## src/rtl/serial_operand_tx.sv

```systemverilog
// Bit-serial transmitter: latches an A/B word pair and shifts both out in lockstep with framing strobes.
// Latency: bit i on a/b after accept edge k+i; done after k+WIDTH; ready again after k+WIDTH+GAP_CYCLES.
module serial_operand_tx #(
   parameter int WIDTH      = 8,
   parameter int MSB_FIRST  = 1,
   parameter int GAP_CYCLES = 1
) (
   input  logic             clk,
   input  logic             reset,
   input  logic             load_valid,
   output logic             load_ready,
   input  logic [WIDTH-1:0] a_word,
   input  logic [WIDTH-1:0] b_word,
   output logic             a,
   output logic             b,
   output logic             frame,
   output logic             first_bit,
   output logic             last_bit,
   output logic             done
);

   localparam int CW = $clog2(WIDTH + GAP_CYCLES + 1);
   localparam logic [CW-1:0] WIDTH_C    = CW'(WIDTH);
   localparam logic [CW-1:0] LAST_C     = CW'(WIDTH - 1);
   localparam logic [CW-1:0] GAP_LAST_C = CW'((GAP_CYCLES > 0) ? GAP_CYCLES - 1 : 0);

   typedef enum logic [1:0] {IDLE, SHIFT, GAP} state_t;

   state_t           state_q, state_d;
   logic [CW-1:0]    cnt_q, cnt_d;
   logic [WIDTH-1:0] sr_a_q, sr_a_d, sr_b_q, sr_b_d;
   logic             a_q, a_d, b_q, b_d;
   logic             frame_q, frame_d, first_q, first_d, last_q, last_d;
   logic             done_q, done_d, ready_q, ready_d;

   function automatic logic head(input logic [WIDTH-1:0] w);
      return (MSB_FIRST != 0) ? w[WIDTH-1] : w[0];
   endfunction

   function automatic logic [WIDTH-1:0] advance(input logic [WIDTH-1:0] w);
      return (MSB_FIRST != 0) ? (w << 1) : (w >> 1);
   endfunction

   always_comb begin
      state_d = state_q;
      cnt_d   = cnt_q;
      sr_a_d  = sr_a_q;
      sr_b_d  = sr_b_q;
      a_d     = 1'b0;
      b_d     = 1'b0;
      frame_d = 1'b0;
      first_d = 1'b0;
      last_d  = 1'b0;
      done_d  = 1'b0;
      ready_d = ready_q;
      case (state_q)
         IDLE: begin
            ready_d = 1'b1;
            if (load_valid && ready_q) begin
               // Bit 0 goes straight to the output flops; the rest waits in the shift registers.
               state_d = SHIFT;
               a_d     = head(a_word);
               b_d     = head(b_word);
               sr_a_d  = advance(a_word);
               sr_b_d  = advance(b_word);
               frame_d = 1'b1;
               first_d = 1'b1;
               cnt_d   = CW'(1);
               ready_d = 1'b0;
            end
         end
         SHIFT: begin
            if (cnt_q != WIDTH_C) begin
               a_d     = head(sr_a_q);
               b_d     = head(sr_b_q);
               sr_a_d  = advance(sr_a_q);
               sr_b_d  = advance(sr_b_q);
               frame_d = 1'b1;
               last_d  = (cnt_q == LAST_C);
               cnt_d   = cnt_q + 1'b1;
            end else begin
               done_d = 1'b1;
               cnt_d  = '0;
               if (GAP_CYCLES == 0) begin
                  state_d = IDLE;
                  ready_d = 1'b1;
               end else begin
                  state_d = GAP;
               end
            end
         end
         GAP: begin
            if (cnt_q == GAP_LAST_C) begin
               state_d = IDLE;
               ready_d = 1'b1;
               cnt_d   = '0;
            end else begin
               cnt_d = cnt_q + 1'b1;
            end
         end
         default: begin
            state_d = IDLE;
            ready_d = 1'b1;
            cnt_d   = '0;
         end
      endcase
   end

   always_ff @(posedge clk) begin
      if (reset) begin
         state_q <= IDLE;
         cnt_q   <= '0;
         sr_a_q  <= '0;
         sr_b_q  <= '0;
         a_q     <= 1'b0;
         b_q     <= 1'b0;
         frame_q <= 1'b0;
         first_q <= 1'b0;
         last_q  <= 1'b0;
         done_q  <= 1'b0;
         ready_q <= 1'b1;
      end else begin
         state_q <= state_d;
         cnt_q   <= cnt_d;
         sr_a_q  <= sr_a_d;
         sr_b_q  <= sr_b_d;
         a_q     <= a_d;
         b_q     <= b_d;
         frame_q <= frame_d;
         first_q <= first_d;
         last_q  <= last_d;
         done_q  <= done_d;
         ready_q <= ready_d;
      end
   end

   assign a          = a_q;
   assign b          = b_q;
   assign frame      = frame_q;
   assign first_bit  = first_q;
   assign last_bit   = last_q;
   assign done       = done_q;
   assign load_ready = ready_q;

endmodule

```

## config.mk

```make
export PLATFORM = sky130hd
export DESIGN_NAME = serial_operand_tx
export DESIGN_NICKNAME = d
export VERILOG_FILES = /design/src/rtl/serial_operand_tx.sv
export SDC_FILE = /design/constraint.sdc
export NUM_CORES = 1
export LEC_CHECK = 0
export ABC_CLOCK_PERIOD_IN_PS = 1900
export BUFFER_PORTS_ARGS = -buffer_cell sky130_fd_sc_hd__buf_2
export CAP_MARGIN = 20
export CORE_ASPECT_RATIO = 0.9
export CORE_UTILIZATION = 40
export CTS_CLUSTER_DIAMETER = 150
export DETAILED_ROUTE_END_ITERATION = 7
export GPL_TIMING_DRIVEN = 0
export HOLD_SLACK_MARGIN = 0.12
export PLACE_DENSITY = 0.61
export SYNTH_ARGS = -nofsm -noshare
export SYNTH_HDL_FRONTEND = slang
export SYNTH_SLANG_ARGS = --single-unit
```

## constraint.sdc

```tcl
create_clock -name clk -period 1.9 [get_ports clk]
set_input_delay 0.095 -clock clk [delete_from_list [all_inputs] [get_ports clk]]
set_output_delay 0.095 -clock clk [all_outputs]
set_load 0.005 [all_outputs]
```

# After elaboration in Yosys (flattened, before gate mapping)
# Cells that the tools add are included.
[op_classes]
addsub = 1
n_eq_ne = 8
mux = 27
bitwise_logic = 3
reduce_logical = 10
[ops]
columns = ["op", "count"]
rows = [
  ["two-way mux 8 bit", 4],
  ["one-hot mux 8 bit (2 select lines)", 2],
  ["two-way mux 4 bit", 3],
  ["one-hot mux 4 bit (3 select lines)", 1],
  ["two-way mux 1 bit", 9],
  ["!= test 2 bit (second input constant)", 4],
  ["two-way mux 2 bit", 3],
  ["one-hot mux 1 bit (2 select lines)", 3],
  ["one-hot mux 2 bit (3 select lines)", 1],
  ["AND reduction 3 bit", 2],
  ["adder 4 x 1 -> 4 bit (second input constant)", 1],
  ["== test 4 x 3 -> 1 bit (second input constant)", 1],
  ["logical NOT 4 bit", 1],
  ["!= test 4 bit (second input constant)", 1],
  ["OR reduction 2 bit", 2],
  ["inverter 1 bit", 3],
  ["one-hot mux 1 bit (3 select lines)", 1],
  ["OR reduction 3 bit", 1],
  ["== test 2 x 1 -> 1 bit (second input constant)", 1],
  ["== test 2 bit (second input constant)", 1],
  ["logical NOT 2 bit", 1],
  ["AND reduction 2 bit", 1],
  ["nonzero test 2 bit", 1],
  ["logical AND 1 bit", 1],
]
[word_totals]
regBits = 29
inputBits = 19

# Depth between registers and ports, before layout
# Gate-level depths: netlist of the first run.
[logic_depth]
ltp_word = 3
ltp_mapped = 7

# Worst setup path after synthesis of the first run
# OpenSTA, ideal clock, no wires.
[synth_path]
kind = "register to register"
startpoint = "register cnt_q[0]"
endpoint = "register cnt_q[2]"
setup_ns = 0.058
arrival_time_ns = 1.483
required_time_ns = 1.842
slack_ns = 0.359
stages_incl_launch_ff = 8
path_buffers = 1
synth_period_minus_slack_ns = 1.541
cell_sequence = "dfxtp_1 -> inv_1 -> ha_1 -> and3b_4 -> or2_1 -> buf_6 -> a221oi_2 -> a21o_1"
[synth_between]
elab_chain_cells = 3
[synth_rtl]
columns = ["element", "line", "text"]
rows = [
  ["start: declaration", "30", "logic [CW-1:0] cnt_q, cnt_d;"],
  ["start signal: assignment", "124", "cnt_q <= cnt_d;"],
  ["adder 4 x 1 -> 4 bit, or another cell as far along", "80, 98", ""],
  ["two-way mux 4 bit (on tied branches)", "93, 73", ""],
  ["one-hot mux 4 bit (3 select lines) (*)", "56", "case (state_q)"],
]
# Mark *: on every way between the ends. The rest lies on a longest branch, timed or not.
# A chain may end at the register's enable or synchronous reset.

# Final worst setup path of the first run
[layout_path]
startpoint = "register cnt_q[0]"
endpoint = "register sr_a_q[6]"
[layout_between]
elab_chain_cells = 3
[layout_rtl]
columns = ["element", "line", "text"]
rows = [
  ["!= test 4 bit", "73", "if (cnt_q != WIDTH_C) begin"],
  ["!= test 2 bit (no line)", "-", ""],
  ["AND reduction 3 bit (no line)", "-", ""],
  ["end signal: assignment", "125", "sr_a_q <= sr_a_d;"],
  ["end: declaration", "31", "logic [WIDTH-1:0] sr_a_q, sr_a_d, sr_b_q, sr_b_d;"],
]
# Every way passes these cells.

==> results of run 1 <==
-- routing by layer --
metal  wire length (microns)  vias to the layer above  GRT usage
met2                    1135                       22     0.2527
met1                    1391                      483     0.2362
met4                      29                        0    0.05682
met3                      88                        5    0.02093
met5                       0                        -          0
li1                        -                      554          -
-- power breakdown --
group / leakage, nW / total [W] / switching (W) / internal, W
logic: 0.476 / 0.000267 / 0.000132 / 0.000135
registers: 0.222 / 0.000646 / 0.0000277 / 0.000618
clock network: 0.0177 / 0.000253 / 0.000174 / 0.0000790
total: 0.716 / 0.00117 / 0.000334 / 0.000831
-- metrics by stage --
| stage | worst slack [ns] | power, W | cells | hold slack [ns] | cell area (sq um) |
|---|---|---|---|---|---|
| floorplan | 0.3588 | 0.0008314 | 128 | 0.2310 | 1250 |
| global placement | 0.2777 | 0.0008914 | 192 | 0.3402 | 1420 |
| detailed placement | 0.2407 | 0.0008983 | 192 | 0.3486 | 1420 |
| CTS | 0.2163 | 0.001167 | 212 | 0.1248 | 1608 |
| global route | 0.06399 | 0.001233 | 212 | 0.1389 | 1608 |
| finish | 0.2145 | 0.001166 | 212 | 0.1217 | 1608 |
-- cells in the mapped netlist, types with 3 or more instances --
library cell  number  area, sq um
a21oi_1            6        30.03
mux2i_1           12        120.1
a21o_1             3        22.52
clkbuf_1           3        11.26
buf_2              3        15.01
nand2b_1           3        18.77
a211oi_1          12        90.09
dfxtp_1           27        540.5
nor3_1             5        25.02
a22oi_1            3        22.52
nand2_1            5        18.77
nand3_1            3        15.01
nor2_1            15        56.30
-- worst register-to-register path, delay by kind of cell (launching register included) --
| family | cells | cell delay, ns |
|---|---|---|
| AOI/OAI and AO/OA | 2 | 0.42 |
| adders and majority gates | 1 | 0.22 |
| buffers and inverters | 2 | 0.29 |
| DFF | 1 | 0.42 |
| and+or+nand+nor | 2 | 0.28 |
-- cell type report --
type | instances | area (sq um) | area share
plain buffers | 10 | 56.30 | 0.03502
clock buffers | 3 | 22.52 | 0.01401
repair buffers | 40 | 280.3 | 0.1743
multi-input cells | 89 | 645.6 | 0.4016
well taps | 40 | 50.05 | 0.03113
clock inverters | 1 | 5.005 | 0.003113
inverters | 2 | 7.507 | 0.004669
flip-flops and latches | 27 | 540.5 | 0.3362
-- sequential cells by signal, summed over array words and instances, names as in the netlist, 2 cells and up --
register  cells
sr_a_q        7
sr_b_q        7
cnt_q         4
state_q       2
-- worst max-delay path by stage --
stage / startpoint / end / slack, ns / cells after the start
global route: cnt_q[0] / sr_a_q[4] / 0.06 / 7
CTS: cnt_q[0] / cnt_q[3] / 0.22 / 7
finish: cnt_q[0] / sr_a_q[6] / 0.21 / 7
floorplan: cnt_q[0] / cnt_q[2] / 0.36 / 7
global placement: cnt_q[0] / sr_a_q[7] / 0.28 / 7
detailed placement: cnt_q[0] / sr_a_q[6] / 0.24 / 7
-- logic make-up (layout without fill, tap and decap cells) --
kind of cell             after synthesis  after routing  synth area share
AO/OA/AOI/OAI                         31             31            0.1942
adder cells (fa/ha/maj)                2              2           0.02002
multiplexers                          13             13            0.1051
flip-flops                            27             27            0.4324
buffers and inverters                 12             56           0.05104
AND/OR/NAND/NOR                       43             43            0.1972
==> impl_metrics.xml, run 1 <==
<?xml version="1.0" encoding="UTF-8"?>
<metrics>
  <group name="finish">
    <metric name="post_route_cells_drive_above_1_share" unit="">0.2384</metric>
    <metric name="areaGrowthSynthToFinish" unit="%">28.63</metric>
    <metric name="filler_cell_count" unit="">283</metric>
    <metric name="finalCoreUtilization" unit="">0.5621</metric>
    <metric name="final_cell_mix" unit="">buf_2 (27), dfxtp_1 (27), dlygate4sd3_1 (16)</metric>
    <metric name="layout.nets" unit="">194</metric>
    <metric name="num_antenna_cells" unit="">0</metric>
  </group>
  <group name="logic_synthesis">
    <metric name="number_of_synthesized_flops_with_an_enable_pin" unit="">0</metric>
    <metric name="synth_net_count" unit="">149</metric>
    <metric name="average_cell_area_after_synthesis" unit="sq um">9.765</metric>
    <metric name="netlist_area_pre_place" unit="sq um">1250</metric>
    <metric name="synth-warning-count" unit="">0</metric>
    <metric name="synth-seq-cells" unit="">27</metric>
    <metric name="netlist-cell-type-count" unit="">34</metric>
    <metric name="ys_dominant_reg_cell" unit="">dfxtp_1</metric>
    <metric name="async_reset_ff_frac" unit="">0</metric>
    <metric name="synth_instances" unit="">128</metric>
    <metric name="ys_seq_area_frac" unit="">0.4324</metric>
  </group>
  <group name="detailed_routing">
    <metric name="route.final.wire_length" unit="microns">2645</metric>
    <metric name="route.antenna.remaining_nets" unit="">0</metric>
    <metric name="drcViolationCount" unit="">0</metric>
    <metric name="drt_first_iter_violations" unit="">19</metric>
    <metric name="vias" unit="">1064</metric>
    <metric name="routedWlPerCell" unit="microns">12.48</metric>
    <metric name="first_pass_iters" unit="">4</metric>
    <metric name="via_per_inst" unit="">5.019</metric>
  </group>
  <group name="worst_hold_path">
    <metric name="whs_path_depth" unit="">3</metric>
    <metric name="worstHoldStart" unit="">a_word[5]</metric>
    <metric name="min-delay-path-class" unit="">in2reg</metric>
    <metric name="hold_end" unit="">sr_a_q[6]</metric>
  </group>
  <group name="setup_path">
    <metric name="worstReg2RegEnd" unit="">sr_a_q[6]</metric>
    <metric name="crit_path_max_fanout" unit="">10</metric>
    <metric name="critPathMaxStageDelay" unit="ns">0.42</metric>
    <metric name="worst_setup_path_end_kind" unit="">flop</metric>
    <metric name="worstRegToRegCells" unit="">7</metric>
    <metric name="buffers_inverters_on_critical_path" unit="">2</metric>
    <metric name="startpoint_types" unit="">flop</metric>
    <metric name="r2r_setup_slack" unit="ns">0.21</metric>
    <metric name="timing.critical_path.arrival" unit="ns">1.94</metric>
    <metric name="crit_type" unit="">reg2reg</metric>
    <metric name="crit-reg2reg-launch" unit="">cnt_q[0]</metric>
    <metric name="crit_required" unit="ns">2.15</metric>
    <metric name="critical_path_slowest_stage_cell" unit="">dfxtp_1</metric>
    <metric name="critical_path.top_delay_family" unit="">flip-flops</metric>
    <metric name="worstPathCellList" unit="">inv_1 &gt; ha_1 &gt; and3b_4 &gt; o21ai_4 &gt; buf_4 &gt; nor2_1 &gt; a211oi_1</metric>
  </group>
  <group name="global_routing">
    <metric name="first_pass_grt_wire_length" unit="microns">4043</metric>
    <metric name="number_of_antenna_violations_at_the_first_check_in_global_routing" unit="">0</metric>
    <metric name="grt.overflow.total" unit="">0</metric>
    <metric name="grt.total_usage" unit="">0.1643</metric>
    <metric name="grt_start_max_net_pins" unit="">16</metric>
    <metric name="first_global_vias" unit="">932</metric>
  </group>
  <group name="timing">
    <metric name="timing.final.crit_period" unit="ns">1.685</metric>
    <metric name="share_of_the_clock_period_used_by_the_worst_path_after_layout" unit="">0.8871</metric>
    <metric name="fin_tns_setup" unit="ns">0</metric>
    <metric name="slew-limit-headroom" unit="">0.5108</metric>
    <metric name="timing.final.max_slew_violations" unit="">0</metric>
    <metric name="timing.final.hold_violations" unit="">0</metric>
    <metric name="number_of_failing_setup_endpoints_in_the_final_timing_report" unit="">0</metric>
    <metric name="rsz0062_at_grt" unit="">no</metric>
    <metric name="max_clock_freq" unit="MHz">593.3</metric>
    <metric name="tightest_slew" unit="ns">0.7153</metric>
    <metric name="timing.clock.skew" unit="ns">0.003768</metric>
  </group>
  <group name="place">
    <metric name="dp_hpwl" unit="microns">1819</metric>
    <metric name="port_buffers" unit="">24</metric>
    <metric name="last_weighted_congestion_value_of_the_routability_driven_placer" unit="">0.7599</metric>
  </group>
  <group name="clock_network">
    <metric name="postCtsSetupBuffers" unit="">0</metric>
    <metric name="clk_pin_slew" unit="ns">0.15</metric>
    <metric name="cts_htree_levels" unit="">1</metric>
    <metric name="cts_tree" unit="">yes</metric>
    <metric name="cts_num_sinks" unit="">27</metric>
    <metric name="post_cts_hold_buffer_count" unit="">16</metric>
    <metric name="ctsResizeCount" unit="">0</metric>
    <metric name="clock_latency" unit="ns">0.32</metric>
    <metric name="cts_buffers" unit="">3</metric>
    <metric name="cts.root.buffer_cell" unit="">clkbuf_4</metric>
    <metric name="cts-root-to-sink-buffers" unit="">2</metric>
  </group>
  <group name="floorplanning">
    <metric name="die_width" unit="microns">60.93</metric>
    <metric name="floorplan.initialDensity" unit="">0.4370</metric>
    <metric name="core_area" unit="sq um">2860</metric>
    <metric name="boundaryPins" unit="">26</metric>
    <metric name="die_h" unit="microns">55.03</metric>
    <metric name="die-area" unit="sq um">3353</metric>
    <metric name="rows" unit="">18</metric>
  </group>
  <group name="outcome">
    <metric name="outcome" unit="">complete, no violations</metric>
  </group>
  <group name="power_and_ir_drop">
    <metric name="power_leakage" unit="nW">0.7157</metric>
    <metric name="irDropWorstVdd" unit="mV">0.3217</metric>
    <metric name="power_density_over_the_cells" unit="nW/um^2">724.9</metric>
  </group>
  <group name="run">
    <metric name="maxCapViolations" unit="">0</metric>
  </group>
</metrics>
(Power assumes the default switching activity.)
==> run 2, diff against run 1 <==
CELL_PAD_IN_SITES_DETAIL_PLACEMENT = 0   (was unset)
CELL_PAD_IN_SITES_GLOBAL_PLACEMENT = 1   (was unset)
PLACE_DENSITY = 0.77   (was 0.61)
==> run 2 against run 1 <==
Against the previous run: hold slack worse by 0.0028 ns; wire length shrank 0.19%; clock skew rose by 0.0033 ns; power fell by 1.1%; largest power group unchanged; clock power down 4%; sequential cell count is the same; first-iteration DRC count is 32% higher; critical endpoint is now sr_a_q[5]; sequential power barely moved; sequential share of layout area rose by 0.45 points; register-to-register slack worse by 0.02 ns; core utilization shrank 0.74 points; critical path depth did not move.
==> impl_metrics.xml, run 2 (synthesis results as in run 1) <==
<?xml version="1.0" encoding="UTF-8"?>
<metrics>
  <group name="timing">
    <metric name="slew-limit-headroom" unit="">0.5032</metric>
    <metric name="rsz0062_at_grt" unit="">no</metric>
    <metric name="worst_slack" unit="ns">0.1967</metric>
    <metric name="timing.clock.skew" unit="ns">0.007032</metric>
    <metric name="max_clock_freq" unit="MHz">587.1</metric>
    <metric name="tightest_slew" unit="ns">0.7264</metric>
    <metric name="share_of_the_clock_period_used_by_the_worst_path_after_layout" unit="">0.8965</metric>
    <metric name="timing.final.crit_period" unit="ns">1.703</metric>
    <metric name="timing.final.max_slew_violations" unit="">0</metric>
    <metric name="timing.final.hold_violations" unit="">0</metric>
    <metric name="fin_tns_setup" unit="ns">0</metric>
    <metric name="number_of_failing_setup_endpoints_in_the_final_timing_report" unit="">0</metric>
  </group>
  <group name="clock_network">
    <metric name="cts_tree" unit="">yes</metric>
    <metric name="ctsResizeCount" unit="">0</metric>
    <metric name="cts.root.buffer_cell" unit="">clkbuf_4</metric>
    <metric name="cts-root-to-sink-buffers" unit="">2</metric>
    <metric name="clock_latency" unit="ns">0.32</metric>
    <metric name="cts_num_sinks" unit="">27</metric>
    <metric name="clk_pin_slew" unit="ns">0.14</metric>
    <metric name="cts_htree_levels" unit="">1</metric>
    <metric name="cts_buffers" unit="">3</metric>
  </group>
  <group name="finish">
    <metric name="num_antenna_cells" unit="">0</metric>
    <metric name="largestRegisters" unit="">sr_a_q x7, sr_b_q x7, cnt_q x4</metric>
    <metric name="final_cell_mix" unit="">buf_2 (27), dfxtp_1 (27), nor2_1 (15)</metric>
    <metric name="filler_cell_count" unit="">292</metric>
    <metric name="layout.nets" unit="">192</metric>
    <metric name="post_route_cells_drive_above_1_share" unit="">0.2353</metric>
    <metric name="areaGrowthSynthToFinish" unit="%">26.93</metric>
  </group>
  <group name="global_routing">
    <metric name="grt.overflow.total" unit="">0</metric>
    <metric name="number_of_antenna_violations_at_the_first_check_in_global_routing" unit="">0</metric>
    <metric name="grt_start_max_net_pins" unit="">15</metric>
    <metric name="first_pass_grt_wire_length" unit="microns">4215</metric>
    <metric name="first_global_vias" unit="">895</metric>
    <metric name="grt.total_usage" unit="">0.1701</metric>
  </group>
  <group name="setup_path">
    <metric name="crit_type" unit="">reg2reg</metric>
    <metric name="worstPathCellList" unit="">inv_1 &gt; ha_1 &gt; and3b_4 &gt; o21ai_4 &gt; buf_4 &gt; nor2_1 &gt; a211oi_1</metric>
    <metric name="timing.critical_path.arrival" unit="ns">1.94</metric>
    <metric name="worstRegToRegCells" unit="">7</metric>
    <metric name="crit_required" unit="ns">2.14</metric>
    <metric name="critPathMaxStageDelay" unit="ns">0.40</metric>
    <metric name="crit_path_max_fanout" unit="">10</metric>
    <metric name="startpoint_types" unit="">flop</metric>
    <metric name="worst_setup_path_end_kind" unit="">flop</metric>
    <metric name="critical_path.top_delay_family" unit="">compound AO/OA/AOI/OAI gates</metric>
    <metric name="buffers_inverters_on_critical_path" unit="">2</metric>
    <metric name="critical_path_slowest_stage_cell" unit="">dfxtp_1</metric>
    <metric name="cp.depth" unit="">7</metric>
  </group>
  <group name="floorplanning">
    <metric name="die-area" unit="sq um">3353</metric>
    <metric name="die_h" unit="microns">55.03</metric>
    <metric name="core_area" unit="sq um">2860</metric>
    <metric name="boundaryPins" unit="">26</metric>
    <metric name="die_width" unit="microns">60.93</metric>
    <metric name="floorplan.initialDensity" unit="">0.4370</metric>
    <metric name="rows" unit="">18</metric>
  </group>
  <group name="detailed_routing">
    <metric name="drt_first_iter_violations" unit="">25</metric>
    <metric name="first_pass_iters" unit="">4</metric>
    <metric name="route.final.wire_length" unit="microns">2640</metric>
    <metric name="routedWlPerCell" unit="microns">12.57</metric>
    <metric name="via_per_inst" unit="">5.048</metric>
    <metric name="vias" unit="">1060</metric>
    <metric name="route.antenna.remaining_nets" unit="">0</metric>
    <metric name="drcViolationCount" unit="">0</metric>
  </group>
  <group name="power_and_ir_drop">
    <metric name="power_density_over_the_cells" unit="nW/um^2">726.5</metric>
    <metric name="power_leakage" unit="nW">0.7046</metric>
    <metric name="p_total" unit="W">0.001153</metric>
    <metric name="irDropWorstVdd" unit="mV">0.4415</metric>
  </group>
  <group name="place">
    <metric name="port_buffers" unit="">24</metric>
    <metric name="dp_hpwl" unit="microns">1790</metric>
    <metric name="pre_cts_ws" unit="ns">0.2468</metric>
    <metric name="last_weighted_congestion_value_of_the_routability_driven_placer" unit="">0.7377</metric>
  </group>
  <group name="run">
    <metric name="maxCapViolations" unit="">0</metric>
  </group>
  <group name="worst_hold_path">
    <metric name="min-delay-path-class" unit="">in2reg</metric>
    <metric name="whs_path_depth" unit="">3</metric>
  </group>
  <group name="outcome">
    <metric name="outcome" unit="">complete, no violations</metric>
  </group>
</metrics>
## run 2: cell types whose count changed in the layout (fill, tap and decap cells not counted), sizes merged
| cell | before | now |
|---|---|---|
| clkinv | 1 | 0 |
| clkbuf | 6 | 7 |
| dlygate4sd3 | 16 | 14 |
## run 2: what timing repair did
action                    4_1_cts  5_1_grt
buffers inserted                0        0
hold buffers                   14        0
hold endpoints to repair       14        0
## run 2: worst paths after layout
check	start	to	slack (ns)
worst min-delay path	b_word[2]	sr_b_q[3]	0.12
worst max-delay path	cnt_q[0]	sr_a_q[5]	0.20
worst max register to register	cnt_q[0]	sr_a_q[5]	0.20
worst min register to register	sr_a_q[1]	sr_a_q[1]	0.49
## run 2: layout make-up
class,count,area (sq um),area share
multi-input cells,89,645.6,0.4069
flip-flops and latches,27,540.5,0.3407
repair buffers,38,260.3,0.1640
plain buffers,10,56.30,0.03549
well taps,40,50.05,0.03155
clock buffers,4,26.28,0.01656
inverters,2,7.507,0.004732
## run 2: stage by stage
step	hold slack [ns]	utilization	area [sq um]	instances
2_1_floorplan	0.2310	-	1250	128
3_3_place_gp	0.3405	0.4965	1420	192
3_5_place_dp	0.3468	0.4965	1420	192
4_1_cts	0.1212	0.5547	1587	210
5_1_grt	0.1214	0.5547	1587	210
6_report	0.1189	0.5547	1587	210
## run 2: power by group
| group | internal, W | switching, W |
|---|---|---|
| clock | 0.0000821 | 0.000161 |
| sequential | 0.000618 | 0.0000267 |
| combinational | 0.000132 | 0.000133 |
## run 2: worst reg2reg max path, stage by stage, from the launching register on
cell and delay, ns:
dfxtp_1 0.40, inv_1 0.07, ha_1 0.23, and3b_4 0.22
o21ai_4 0.22, buf_4 0.22, nor2_1 0.05, a211oi_1 0.21
## run 2: routing by layer
layer  GRT usage  routed length (microns)  vias to the layer above
li1            -                        -                      546
met1      0.2504                     1336                      480
met2      0.2564                     1148                       32
met3     0.04186                      139                        2
met4     0.02273                       15                        0
met5           0                        0                        -
==> run 3, diff against run 2 <==
==> constraint.sdc (replaced) <==
create_clock -name clk -period 1.9 [get_ports clk]
set_input_delay 0.19 -clock clk [delete_from_list [all_inputs] [get_ports clk]]
set_output_delay 0.19 -clock clk [all_outputs]
set_load 0.005 [all_outputs]
==> run 3 against run 2 <==
Against the previous run: count of clock-buffer cells in the layout did not move; combinational power down 7.5%; critical path depth unchanged; sequential share of layout area up 2.8 points; sequential cell count unchanged; clock skew decreased by 0.0041 ns; largest cell class unchanged; highest routed layer unchanged; global-route usage decreased by 0.80 points; register-to-register slack hardly changed.
==> impl_metrics.xml, run 3 (synthesis results as in run 1) <==
<?xml version="1.0" encoding="UTF-8"?>
<metrics>
  <group name="setup_path">
    <metric name="startpoint_types" unit="">flop</metric>
    <metric name="crit_type" unit="">reg2reg</metric>
    <metric name="critical_path_slowest_stage_cell" unit="">dfxtp_1</metric>
    <metric name="crit_path_max_fanout" unit="">10</metric>
    <metric name="critPathMaxStageDelay" unit="ns">0.40</metric>
    <metric name="worstRegToRegCells" unit="">7</metric>
    <metric name="worstPathCellList" unit="">inv_1 &gt; ha_1 &gt; and3b_4 &gt; o21ai_4 &gt; buf_4 &gt; nor2_1 &gt; a211oi_1</metric>
    <metric name="timing.critical_path.arrival" unit="ns">1.94</metric>
    <metric name="worst_setup_path_end_kind" unit="">flop</metric>
    <metric name="crit_required" unit="ns">2.14</metric>
  </group>
  <group name="floorplanning">
    <metric name="die_h" unit="microns">55.03</metric>
    <metric name="die-area" unit="sq um">3353</metric>
    <metric name="die_width" unit="microns">60.93</metric>
    <metric name="boundaryPins" unit="">26</metric>
    <metric name="core_area" unit="sq um">2860</metric>
    <metric name="rows" unit="">18</metric>
    <metric name="floorplan.initialDensity" unit="">0.4370</metric>
  </group>
  <group name="finish">
    <metric name="area.sequential" unit="sq um">540.5</metric>
    <metric name="filler_cell_count" unit="">302</metric>
    <metric name="post_route_cells_drive_above_1_share" unit="">0.2532</metric>
    <metric name="final_cell_mix" unit="">buf_2 (27), dfxtp_1 (27), nor2_1 (15)</metric>
    <metric name="finalCoreUtilization" unit="">0.5127</metric>
    <metric name="layout.nets" unit="">180</metric>
    <metric name="areaGrowthSynthToFinish" unit="%">17.32</metric>
    <metric name="num_antenna_cells" unit="">0</metric>
    <metric name="multi_input_comb_area" unit="sq um">645.6</metric>
    <metric name="largestRegisters" unit="">sr_a_q x7, sr_b_q x7, cnt_q x4</metric>
  </group>
  <group name="power_and_ir_drop">
    <metric name="power_density_over_the_cells" unit="nW/um^2">771.9</metric>
    <metric name="power_report.internal_total" unit="W">0.0008156</metric>
    <metric name="power.sequential.fraction" unit="">0.569</metric>
    <metric name="switching_portion_of_total_power" unit="">0.2795</metric>
    <metric name="power_leakage" unit="nW">0.6545</metric>
    <metric name="irDropWorstVdd" unit="mV">0.4149</metric>
    <metric name="power_switching" unit="W">0.0003164</metric>
    <metric name="p_clk_frac" unit="">0.214</metric>
    <metric name="combPwrFrac" unit="">0.217</metric>
  </group>
  <group name="detailed_routing">
    <metric name="drt_first_iter_violations" unit="">26</metric>
    <metric name="via_per_inst" unit="">5.167</metric>
    <metric name="drcViolationCount" unit="">0</metric>
    <metric name="first_pass_iters" unit="">4</metric>
    <metric name="vias" unit="">1023</metric>
    <metric name="routedWlPerCell" unit="microns">12.69</metric>
    <metric name="route.final.wire_length" unit="microns">2512</metric>
    <metric name="route.antenna.remaining_nets" unit="">0</metric>
  </group>
  <group name="timing">
    <metric name="timing.final.max_slew_violations" unit="">0</metric>
    <metric name="share_of_the_clock_period_used_by_the_worst_path_after_layout" unit="">0.8938</metric>
    <metric name="tightest_slew" unit="ns">0.7183</metric>
    <metric name="rsz0062_at_grt" unit="">no</metric>
    <metric name="worst_slack" unit="ns">0.2017</metric>
    <metric name="timing.final.crit_period" unit="ns">1.698</metric>
    <metric name="slew-limit-headroom" unit="">0.5087</metric>
    <metric name="timing.clock.skew" unit="ns">0.002934</metric>
    <metric name="number_of_failing_setup_endpoints_in_the_final_timing_report" unit="">0</metric>
    <metric name="timing.final.hold_violations" unit="">0</metric>
    <metric name="max_clock_freq" unit="MHz">588.8</metric>
    <metric name="fin_tns_setup" unit="ns">0</metric>
  </group>
  <group name="global_routing">
    <metric name="first_pass_grt_wire_length" unit="microns">4022</metric>
    <metric name="grt.overflow.total" unit="">0</metric>
    <metric name="grt_start_max_net_pins" unit="">15</metric>
    <metric name="first_global_vias" unit="">853</metric>
    <metric name="number_of_antenna_violations_at_the_first_check_in_global_routing" unit="">0</metric>
    <metric name="grt.total_usage" unit="">0.1621</metric>
  </group>
  <group name="clock_network">
    <metric name="post_cts_hold_buffer_count" unit="">2</metric>
    <metric name="cts_buffers" unit="">3</metric>
    <metric name="postCtsSetupBuffers" unit="">0</metric>
    <metric name="cts_tree" unit="">yes</metric>
    <metric name="ctsResizeCount" unit="">0</metric>
    <metric name="cts.root.buffer_cell" unit="">clkbuf_4</metric>
    <metric name="cts_num_sinks" unit="">27</metric>
    <metric name="cts-root-to-sink-buffers" unit="">2</metric>
    <metric name="cts_htree_levels" unit="">1</metric>
    <metric name="clock_latency" unit="ns">0.32</metric>
    <metric name="clk_pin_slew" unit="ns">0.14</metric>
  </group>
  <group name="outcome">
    <metric name="outcome" unit="">complete, no violations</metric>
  </group>
  <group name="place">
    <metric name="dp_hpwl" unit="microns">1790</metric>
    <metric name="port_buffers" unit="">24</metric>
    <metric name="pre_cts_ws" unit="ns">0.2468</metric>
    <metric name="last_weighted_congestion_value_of_the_routability_driven_placer" unit="">0.7377</metric>
  </group>
  <group name="worst_hold_path">
    <metric name="whs_path_depth" unit="">3</metric>
    <metric name="min-delay-path-class" unit="">in2reg</metric>
  </group>
  <group name="run">
    <metric name="maxCapViolations" unit="">0</metric>
  </group>
</metrics>
[run 3: stage by stage]
step,instance area (sq um),power (W),hold slack (ns),std cells
global route,1466,0.001204,0.1742,198
finish,1466,0.001132,0.1734,198
detailed placement,1420,0.0008990,0.4418,192
floorplan,1250,0.0008314,0.3260,128
global placement,1420,0.0008929,0.4355,192
CTS,1466,0.001141,0.1527,198
[run 3: per-layer routing]
layer / share of wire / global-route usage / up-vias
li1: - / - / 521
met1: 0.53 / 0.2447 / 474
met2: 0.42 / 0.2344 / 26
met3: 0.039 / 0.04186 / 2
met4: 0.0060 / 0.02273 / 0
met5: 0 / 0 / -
[run 3: final cells by class]
| cell class | count | area share |
|---|---|---|
| clock buffer | 4 | 0.01792 |
| sequential | 27 | 0.3686 |
| tap | 40 | 0.03413 |
| timing repair buffer | 26 | 0.09556 |
| multi-input combinational | 89 | 0.4403 |
| inverter | 2 | 0.005119 |
| buffer | 10 | 0.03840 |
[run 3: power by group through the flow]
stage / Clock [W] / Combinational [W] / Sequential [W]
finish: 0.000242 / 0.000245 / 0.000644
global route: 0.000279 / 0.000274 / 0.000651
CTS: 0.000250 / 0.000247 / 0.000644
detailed placement: 0 / 0.000242 / 0.000657
global placement: 0 / 0.000237 / 0.000655
floorplan: 0 / 0.000179 / 0.000653
[run 3: worst paths after layout]
path	start	endpoint	slack [ns]
min reg2reg	sr_a_q[1]	sr_a_q[1]	0.48
max reg2reg	cnt_q[0]	sr_a_q[5]	0.20
max	cnt_q[0]	sr_a_q[5]	0.20
min	a_word[7]	a	0.17
[run 3: critical path, delay by kind of cell (launching register included)]
kind	cells	cell delay (ns)
compound gates	2	0.43
buf+inv	2	0.29
simple gates	2	0.27
fa+ha+maj	1	0.23
flops	1	0.40
